===== src/rtl/edge_toggle_gen.sv =====
// Toggle-mask pattern source. Queued {toggle, hold} commands are applied one at a
// time to a registered level vector, with an idle gap of 'hold' cycles after each.
//
// state   | meaning
// IDLE    | pop the FIFO head (if any) and apply its mask this edge
// HOLD    | count down the hold time of the last applied mask, no pops
module edge_toggle_gen #(
    parameter int WIDTH  = 8,
    parameter int DEPTH  = 4,
    parameter int HOLD_W = 8
) (
    input  logic              clk,
    input  logic              reset,
    input  logic              in_valid,
    output logic              in_ready,
    input  logic [WIDTH-1:0]  toggle,
    input  logic [HOLD_W-1:0] hold,
    output logic [WIDTH-1:0]  out,
    output logic              busy
);

    localparam int AW = $clog2(DEPTH);
    localparam int CW = AW + 1;
    localparam int EW = WIDTH + HOLD_W;

    localparam logic ST_IDLE = 1'b0;
    localparam logic ST_HOLD = 1'b1;

    logic [EW-1:0]     mem_q [DEPTH];
    logic [EW-1:0]     mem_d [DEPTH];
    logic [AW-1:0]     wr_ptr_q, wr_ptr_d;
    logic [AW-1:0]     rd_ptr_q, rd_ptr_d;
    logic [CW-1:0]     count_q, count_d;
    logic              state_q, state_d;
    logic [HOLD_W-1:0] cnt_q, cnt_d;
    logic [WIDTH-1:0]  out_q, out_d;

    logic              full;
    logic              push;
    logic              pop;
    logic [WIDTH-1:0]  head_toggle;
    logic [HOLD_W-1:0] head_hold;

    // Ready depends only on registered occupancy, so a same-edge pop never frees a slot early.
    assign full     = (count_q == CW'(DEPTH));
    assign in_ready = !full;
    assign push     = in_valid && in_ready;
    assign pop      = (state_q == ST_IDLE) && (count_q != '0);

    assign {head_toggle, head_hold} = mem_q[rd_ptr_q];

    assign out  = out_q;
    assign busy = (state_q == ST_HOLD) || (count_q != '0);

    always_comb begin
        mem_d    = mem_q;
        wr_ptr_d = wr_ptr_q;
        rd_ptr_d = rd_ptr_q;
        count_d  = count_q;
        if (push) begin
            mem_d[wr_ptr_q] = {toggle, hold};
            wr_ptr_d        = wr_ptr_q + AW'(1);
        end
        if (pop) begin
            rd_ptr_d = rd_ptr_q + AW'(1);
        end
        case ({push, pop})
            2'b10:   count_d = count_q + CW'(1);
            2'b01:   count_d = count_q - CW'(1);
            default: count_d = count_q;
        endcase
    end

    always_comb begin
        state_d = state_q;
        cnt_d   = cnt_q;
        out_d   = out_q;
        case (state_q)
            ST_IDLE: begin
                if (pop) begin
                    out_d = out_q ^ head_toggle;
                    cnt_d = head_hold;
                    if (head_hold != '0) begin
                        state_d = ST_HOLD;
                    end
                end
            end
            ST_HOLD: begin
                if (cnt_q <= HOLD_W'(1)) begin
                    cnt_d   = '0;
                    state_d = ST_IDLE;
                end else begin
                    cnt_d = cnt_q - HOLD_W'(1);
                end
            end
            default: begin
                state_d = ST_IDLE;
                cnt_d   = '0;
            end
        endcase
    end

    always_ff @(posedge clk) begin
        if (reset) begin
            wr_ptr_q <= '0;
            rd_ptr_q <= '0;
            count_q  <= '0;
            state_q  <= ST_IDLE;
            cnt_q    <= '0;
            out_q    <= '0;
        end else begin
            wr_ptr_q <= wr_ptr_d;
            rd_ptr_q <= rd_ptr_d;
            count_q  <= count_d;
            state_q  <= state_d;
            cnt_q    <= cnt_d;
            out_q    <= out_d;
        end
    end

    // Storage needs no reset: entries are only read while occupancy says they are valid.
    always_ff @(posedge clk) begin
        mem_q <= mem_d;
    end

endmodule


===== config.mk =====
export PLATFORM = sky130hd
export DESIGN_NAME = edge_toggle_gen
export DESIGN_NICKNAME = d
export VERILOG_FILES = /design/src/rtl/edge_toggle_gen.sv
export SDC_FILE = /design/constraint.sdc
export NUM_CORES = 1
export LEC_CHECK = 0
export ABC_AREA = 1
export BUFFER_PORTS_ARGS = -buffer_cell sky130_fd_sc_hd__buf_4
export CORE_MARGIN = 4
export CORE_UTILIZATION = 30
export DETAILED_ROUTE_END_ITERATION = 16
export GPL_TIMING_DRIVEN = 0
export PLACE_DENSITY = 0.56
export SYNTH_ARGS = -nofsm -noshare
export SYNTH_HDL_FRONTEND = slang
export SYNTH_SLANG_ARGS = --single-unit
export TNS_END_PERCENT = 10

===== constraint.sdc =====
create_clock -name clk -period 3.19 [get_ports clk]
set_input_delay 0.4785 -clock clk [delete_from_list [all_inputs] [get_ports clk]]
set_output_delay 0.4785 -clock clk [all_outputs]
set_load 0.02 [all_outputs]

==> reports/metrics.cfg <==
[finish]
n_fill_cell = 1242
n_antenna_cell = 0
fin_nets = 431
multiInputGateArea_sq_um = 1180
drive_gt1_frac = 0.201
area_delta_synth_final_pct = 20.4
final-seq-area_sq_um = 2400

[global_route]
antenna_found_initial = 0
grt_pass1_vias = 2539
grt_max_degree = 15
grt_pass1_wl_microns = 13200
grt_overflow = 0
grt_usage = 0.119

[timing]
fin_crit_ns = 2.11
slew_viol_final = 0
finClkSkew_ns = 0.00337
period_share = 0.662
fin_setup_tns_ns = 0
worst_pin_slew_ns = 0.696
rsz0062_at_grt = false
setup_viol = 0
fmax_ghz = 0.473
slew_headroom = 0.536
finalHoldViolations = 0

[yosys]
synth_simple_gate_area_frac = 0.173
synth_compound_area_frac = 0.0960
synth_xor_area_frac = 0.00914
synth_top_area_frac = 0.502
synth_area_leaders = edfxtp_1, dfxtp_1, nand2_1
yosysSeqAreaShare = 0.627
synthMuxAreaShare = 0
ys_ff_latch = 88
synth_cell_types = 27
syn_area_sq_um = 3830
syn_inst = 361
ys_warn_count = 0
synthAdderAreaFrac = 0.0281
yosysTopAreaCell = edfxtp_1
synth_top_family_by_area = simple AND/OR/NAND/NOR gates
synth_fp_nets = 388
syn_area_per_cell_sq_um = 10.6

[clock_network]
cts.sinks = 88
h-tree-depth = 3
root_buffer = clkbuf_16
clk_pin_slew_ns = 0.06
clkLatencyLatePin_ns = 0.34
cts_tree = done
cts_setup_buffers = 0
cts_hold_buf = 0
post_cts_resized = 0
clockBufferDepth = 2
cts_buffers = 9

[routing]
via_per_inst = 4.42
drc = 0
wl_microns = 7970
detail-route-antenna-nets = 0
vias = 2562
wire_per_inst_microns = 13.7
drt_iter0_markers = 150
drt_pass1_iterations = 4

[power]
power_leakage_nw = 1.81
power.total_w = 0.00432
p_per_area_nw_per_um2 = 937
ir_drop_mv = 0.299

[worst_hold_path]
hold_path_depth = 1
min_to = mem_q[11]
hold_class = in -> reg
hp-start = toggle[3]

[critical_path]
critPathMaxFanout = 10
worstReg2RegEnd = count_q[2]
rr_startpoint = count_q[1]
cp.required_ns = 3.42
crit_start = count_q[1]
arrival_ns = 2.34
worstRegToRegCells = 12
r2r_slack_ns = 1.08
crit_type = reg -> reg
worstSetupStartpointType = flip-flop
cp-end-kind = flip-flop

[floorplanning]
core_area_sq_um = 12600
io_pins = 29
dieArea_sq_um = 14600
die_w_microns = 121
rows = 41
die_h_microns = 121
initial_core_util = 0.305

[flow_run]
maxCapViolCount = 0

[placed_design]
place_congestion = 0.839
numPortBuffers = 28
hpwl_microns = 5380

[run_status]
status = finished, final reports clean

## flip-flops by register name (all words and copies together) (netlist names)
signal	count
mem_q	64
cnt_q	8
out	8
count_q	3
rd_ptr_q	2
wr_ptr_q	2
state_q	1
## power by group
| group | switching (W) | total, W | internal (W) |
|---|---|---|---|
| logic | 0.00107 | 0.00173 | 0.000661 |
| clock network | 0.000419 | 0.00102 | 0.000599 |
| registers | 0.000127 | 0.00157 | 0.00145 |
## area by class of cell
| type | instances | share of cell area |
|---|---|---|
| Buffer | 15 | 0.0282 |
| Tap cell | 172 | 0.0467 |
| Timing Repair Buffer | 32 | 0.0586 |
| Sequential cell | 88 | 0.521 |
| Inverter | 31 | 0.0269 |
| Clock buffer | 9 | 0.0488 |
| Multi-Input combinational cell | 227 | 0.257 |
| Clock inverter | 6 | 0.0133 |
## worst max path at each step
stage | endpoint | slack, ns
after floorplan | count_q[2] | 1.27
after global placement | mem_q[33] | 0.70
after detailed placement | count_q[2] | 1.02
after CTS | count_q[2] | 1.06
after global routing | count_q[2] | 0.87
final | count_q[2] | 1.08
## cells in the final DEF, fill, tap and decap left out
master | Yosys | routed
a21oi_1 | 20 | 20
and3_1 | 8 | 8
buf_1 | 1 | 1
buf_2 | 2 | 2
buf_4 | 3 | 31
buf_6 | 8 | 8
buf_8 | 0 | 4
bufinv_16 | 0 | 1
clkbuf_1 | 1 | 1
clkbuf_16 | 0 | 9
clkinv_2 | 0 | 3
clkinv_4 | 0 | 1
clkinvlp_4 | 0 | 1
dfxtp_1 | 24 | 24
edfxtp_1 | 64 | 64
fa_1 | 1 | 1
ha_1 | 7 | 7
inv_1 | 26 | 26
inv_2 | 3 | 3
inv_4 | 1 | 1
inv_6 | 1 | 1
nand2_1 | 56 | 56
nand2_2 | 2 | 2
nand3_1 | 26 | 26
nor2_1 | 41 | 37
nor2_2 | 1 | 5
nor2_4 | 1 | 1
nor3_2 | 9 | 9
o21ai_0 | 20 | 20
o21ai_1 | 26 | 26
o21bai_1 | 5 | 5
xnor2_1 | 2 | 2
xor2_1 | 2 | 2
## cells in the mapped netlist (all sizes together)
master,count
dfxtp,24
clkbuf,1
ha,7
edfxtp,64
xor2,2
nor2,43
o21bai,5
buf,14
nor3,9
a21oi,20
nand2,58
and3,8
nand3,26
fa,1
xnor2,2
inv,31
o21ai,46
## worst max-delay path: stages (launching register included)
cell     delay [ns]
dfxtp_1        0.40
nor2_4         0.05
nand2_2        0.09
nand2_2        0.08
inv_2          0.06
buf_2          0.21
ha_1           0.18
inv_1          0.07
fa_1           0.39
a21oi_1        0.15
o21ai_0        0.11
o21ai_0        0.16
a21oi_1        0.06
## through the flow
step	setup slack, ns	util	hold slack, ns	cells	instance area (sq um)
after CTS	1.06	0.367	0.323	580	4610
after floorplan	1.27	-	0.477	361	3830
final	1.08	0.367	0.335	580	4610
after global routing	0.871	0.367	0.324	580	4610
after global placement	0.702	0.339	0.490	561	4260
after detailed placement	1.02	0.344	0.507	565	4330
## cell families after synthesis
family,after synthesis
and+or+nand+nor,144
adders and majority gates,8
DFF,88
xor gates and xnor gates,4
buffers and inverters,46
AOI/OAI and AO/OA,71
## metal layers
layer  global-route usage  wire (microns)  part of all wire
met1                0.159            3850              0.48
met2                0.180            3620              0.45
met3               0.0308             347             0.044
met4               0.0545             160             0.020
met5                    0               0                 0
No activity file was read; power rests on OpenSTA's default activity.
